File: src/rtl/restador_pkg.sv
// Shared constants and a reference subtraction for the registered restador.
package restador_pkg;

  localparam int unsigned DEFAULT_WIDTH = 4;

  // Returns {cout, s} of a + ~b + 1 at DEFAULT_WIDTH+1 bits.
  function automatic logic [DEFAULT_WIDTH:0] ref_sub(input logic [DEFAULT_WIDTH-1:0] a,
                                                     input logic [DEFAULT_WIDTH-1:0] b);
    logic [DEFAULT_WIDTH:0] sum;
    sum = {1'b0, a} + {1'b0, ~b} + {{DEFAULT_WIDTH{1'b0}}, 1'b1};
    return sum;
  endfunction

endpackage

File: src/rtl/sumador_completo.sv
// One-bit full adder used as a ripple-chain stage.
module sumador_completo (
  input  logic a,
  input  logic b,
  input  logic cin,
  output logic s,
  output logic cout
);

  assign s    = a ^ b ^ cin;
  assign cout = (a & b) | (a & cin) | (b & cin);

endmodule

File: src/rtl/restador_4bit.sv
// Registered unsigned subtractor: {Cout, S} <= A + ~B + 1, one cycle latency.
module restador_4bit
  import restador_pkg::*;
#(
  parameter int unsigned WIDTH = DEFAULT_WIDTH
) (
  input  logic             clk,
  input  logic             rst_n,
  input  logic [WIDTH-1:0] A,
  input  logic [WIDTH-1:0] B,
  output logic [WIDTH-1:0] S,
  output logic             Cout
);

  logic [WIDTH-1:0] b_inv;
  logic [WIDTH-1:0] diff;
  logic [WIDTH:0]   carry;

  assign b_inv    = ~B;
  // Carry-in of 1 completes the two's-complement negation of B.
  assign carry[0] = 1'b1;

  for (genvar i = 0; i < WIDTH; i++) begin : g_ripple
    sumador_completo u_fa (
      .a    (A[i]),
      .b    (b_inv[i]),
      .cin  (carry[i]),
      .s    (diff[i]),
      .cout (carry[i+1])
    );
  end

  always_ff @(posedge clk or negedge rst_n) begin
    if (!rst_n) begin
      S    <= '0;
      Cout <= 1'b0;
    end else begin
      S    <= diff;
      Cout <= carry[WIDTH];
    end
  end

endmodule

File: config.mk
export PLATFORM = sky130hd
export DESIGN_NAME = restador_4bit
export DESIGN_NICKNAME = d
export VERILOG_FILES = /design/src/rtl/restador_pkg.sv /design/src/rtl/sumador_completo.sv /design/src/rtl/restador_4bit.sv
export SDC_FILE = /design/constraint.sdc
export NUM_CORES = 1
export LEC_CHECK = 0
export CAP_MARGIN = 20
export CORE_AREA = 2 2 39 41
export DETAILED_ROUTE_END_ITERATION = 10
export DIE_AREA = 0 0 41 43
export GPL_ROUTABILITY_DRIVEN = 1
export GPL_TIMING_DRIVEN = 0
export PLACE_DENSITY = 0.51
export SYNTH_ARGS = -nofsm -noshare
export SYNTH_HDL_FRONTEND = slang
export SYNTH_HIERARCHICAL = 1
export SYNTH_SLANG_ARGS = --single-unit
export TNS_END_PERCENT = 20
File: constraint.sdc
create_clock -name clk -period 0.8 [get_ports clk]
set_input_delay 0.12 -clock clk [delete_from_list [all_inputs] [get_ports clk]]
set_output_delay 0.12 -clock clk [all_outputs]
set_load 0.03 [all_outputs]
==> impl_metrics.toml <==
[run_status]
status = "complete, but fails checks"
violations = "negative setup slack"

[timing]
hold_viol_final = 0
min_period_ns = 1.62
fin_ws_ns = -0.816
max_freq_mhz = 619
finalSetupViolCount = 9
whs_ns = 0.0929
report.final.slew_viol_count = 0
post-route-period-util = 2.02
rsz0062_at_grt = "true"

[finish]
fill_cells = 144
fin_util = 0.307
syn_to_final_growth_pct = 89.4
drive_above_1_share = 0.469
multi_input_area_um2 = 91.3
fin_nets = 47
fin_cells = 48
antenna_cells = 0
register_area_um2 = 125

[critical_path]
worstPathCellList = "buf_6 -> fa_2 -> fa_2 -> fa_2 -> fa_1"
max_stage_delay_ns = 0.44
path_common_cell = "fa_2"
crit_type = "primary input to flop"
worstPathRequired_ns = 0.91
cp_max_fo = 1
start_kind = "primary input"
slowest_stage = "fa_1"
critPathArrivalTime_ns = 1.72
critPathCaptureType = "flop"

[grt]
grt_pass1_wl_um = 690
grt_usage = 0.0713
met3_usage = 0.0471
antenna_found_initial = 0
grt_use_met1 = 0.0640
grt_start_max_net_pins = 6
overflow = 0
gr-usage-met2 = 0.0844
grt_busiest_layer = "met4"
grt_pass1_vias = 176

[clock_network]
cts_tree = "yes"
cts_sinks = 5
cts_made_buffers = 3
clk_pin_slew_worst_paths_ns = 0.04
cts_root_buffer = "clkbuf_4"
cts_setup_buffers = 0
clockBufferDepth = 2
h-tree-depth = 1

[synthesis]
yosys-top-cells-count = "dfrtp_1 (5), fa_1 (4), inv_1 (4)"
ys_seq_area_frac = 0.559
synth_area_leader_cell = "dfrtp_1"
yosys_warnings = 6
synth_area_per_cell_um2 = 16.0
ys_ff_latch = 5
synth_top_area_share = 0.559
synth_edf_count = 0
syn_inst = 14
synthesis.area_um2 = 224
ys_async_sr_fraction = 1.00
ys.flop_type = "dfrtp_1"
synthTopCellsByArea = "dfrtp_1 (56%), fa_1 (36%), inv_1 (6.7%)"
synth_cell_types = 4
synth_nets = 28
synthMostInstantiatedCell = "dfrtp_1"

[detailed_routing]
detail-route-antenna-nets = 0
route.detailed.drc = 0
vias_per_cell = 3.40
num_vias = 163
routedWlPerCell_um = 8.21
drtPass1Iterations = 1
wl_um = 394
drt_iter0_drc = 0

[placed_design]
routabilityCongestion = 0.592
pre_cts_ws_ns = -1.50
dpl.cell_count = 44
portBuffers = 14

[die]
std_cell_rows = 14
dieArea_um2 = 1760
coreArea_um2 = 1380
io_pins = 15
die_w_um = 41
die_y_um = 43
initial_utilization = 0.162

[power]
ir_drop_v = 0.000396
p_leak_nw = 0.188
power_density_nw_per_um2 = 2000

[hold_path]
hp-class = "primary input to asynchronous set/reset pin"

[run]
drv_cap = 0
-- power by group --
| part | total, mW | switching, mW | leakage (nW) | internal [mW] |
|---|---|---|---|---|
| sequential | 0.305 | 0.00988 | 0.0583 | 0.295 |
| clock | 0.287 | 0.0983 | 0.0150 | 0.188 |
| combinational | 0.256 | 0.140 | 0.115 | 0.116 |
-- routing by layer --
| layer | part of all wire | wire length [um] | up-vias |
|---|---|---|---|
| met1 | 0.34 | 134 | 70 |
| met4 | 0.063 | 25 | 0 |
| li1 | - | - | 72 |
| met3 | 0.19 | 75 | 4 |
| met2 | 0.40 | 159 | 17 |
| met5 | 0 | 0 | - |
-- logic make-up (layout without fill, tap and decap cells) --
family | Yosys count | count (layout) | share of synthesized area
adder cells (fa/ha/maj) | 4 | 4 | 0.358
buffers and inverters | 4 | 22 | 0.0670
flip-flops | 5 | 5 | 0.559
other | 1 | 1 | 0.0167
-- repair_timing --
action	CTS	global route
hold buffers	0	0
setup endpoints to repair	10	9
hold endpoints to repair	0	0
gates resized for setup	28	0
pin swaps	4	3
-- final timing paths --
kind | start | slack [ns] | to
min in group clk | A[0] | 0.17 | S[0]$_DFF_PN0_
worst min-delay path | rst_n | 0.09 | S[1]$_DFF_PN0_
max in group asynchronous | rst_n | 0.52 | S[3]$_DFF_PN0_
worst max-delay path | A[0] | -0.82 | S[3]$_DFF_PN0_
-- metrics by stage --
step	area, um2	total power, mW	setup TNS, ns
final	424	0.847	-3.11
after global routing	424	0.930	-3.35
after CTS	424	0.865	-3.21
after detailed placement	392	0.584	-6.71
after global placement	392	0.576	-6.63
after floorplan	231	0.434	-2.86
-- worst max-delay path: cells and delay by family --
kind	cells	cell delay [ns]
buffers and inverters	1	0.09
adders and majority gates	4	1.51
-- registers in the layout, indices dropped and copies added, names as in the netlist --
signal,flops
Cout,1
S,4
-- final cells by class --
type	count	share of cell area
repair buffers	14	0.345
flip-flops and latches	5	0.295
multi-input cells	5	0.215
clock buffers	4	0.0619
well taps	16	0.0472
inverters	4	0.0354
-- placed cells by master, fill, tap and decap left out --
| cell type | n |
|---|---|
| buf_6 | 2 |
| inv_2 | 2 |
| inv_1 | 2 |
| clkbuf_1 | 1 |
| dlygate4sd2_1 | 2 |
| clkbuf_4 | 3 |
| conb_1 | 1 |
| dfrtp_1 | 5 |
| fa_2 | 3 |
| fa_1 | 1 |
| clkdlybuf4s50_1 | 5 |
| clkdlybuf4s15_2 | 5 |
No activity file was read; power rests on OpenSTA's default activity.
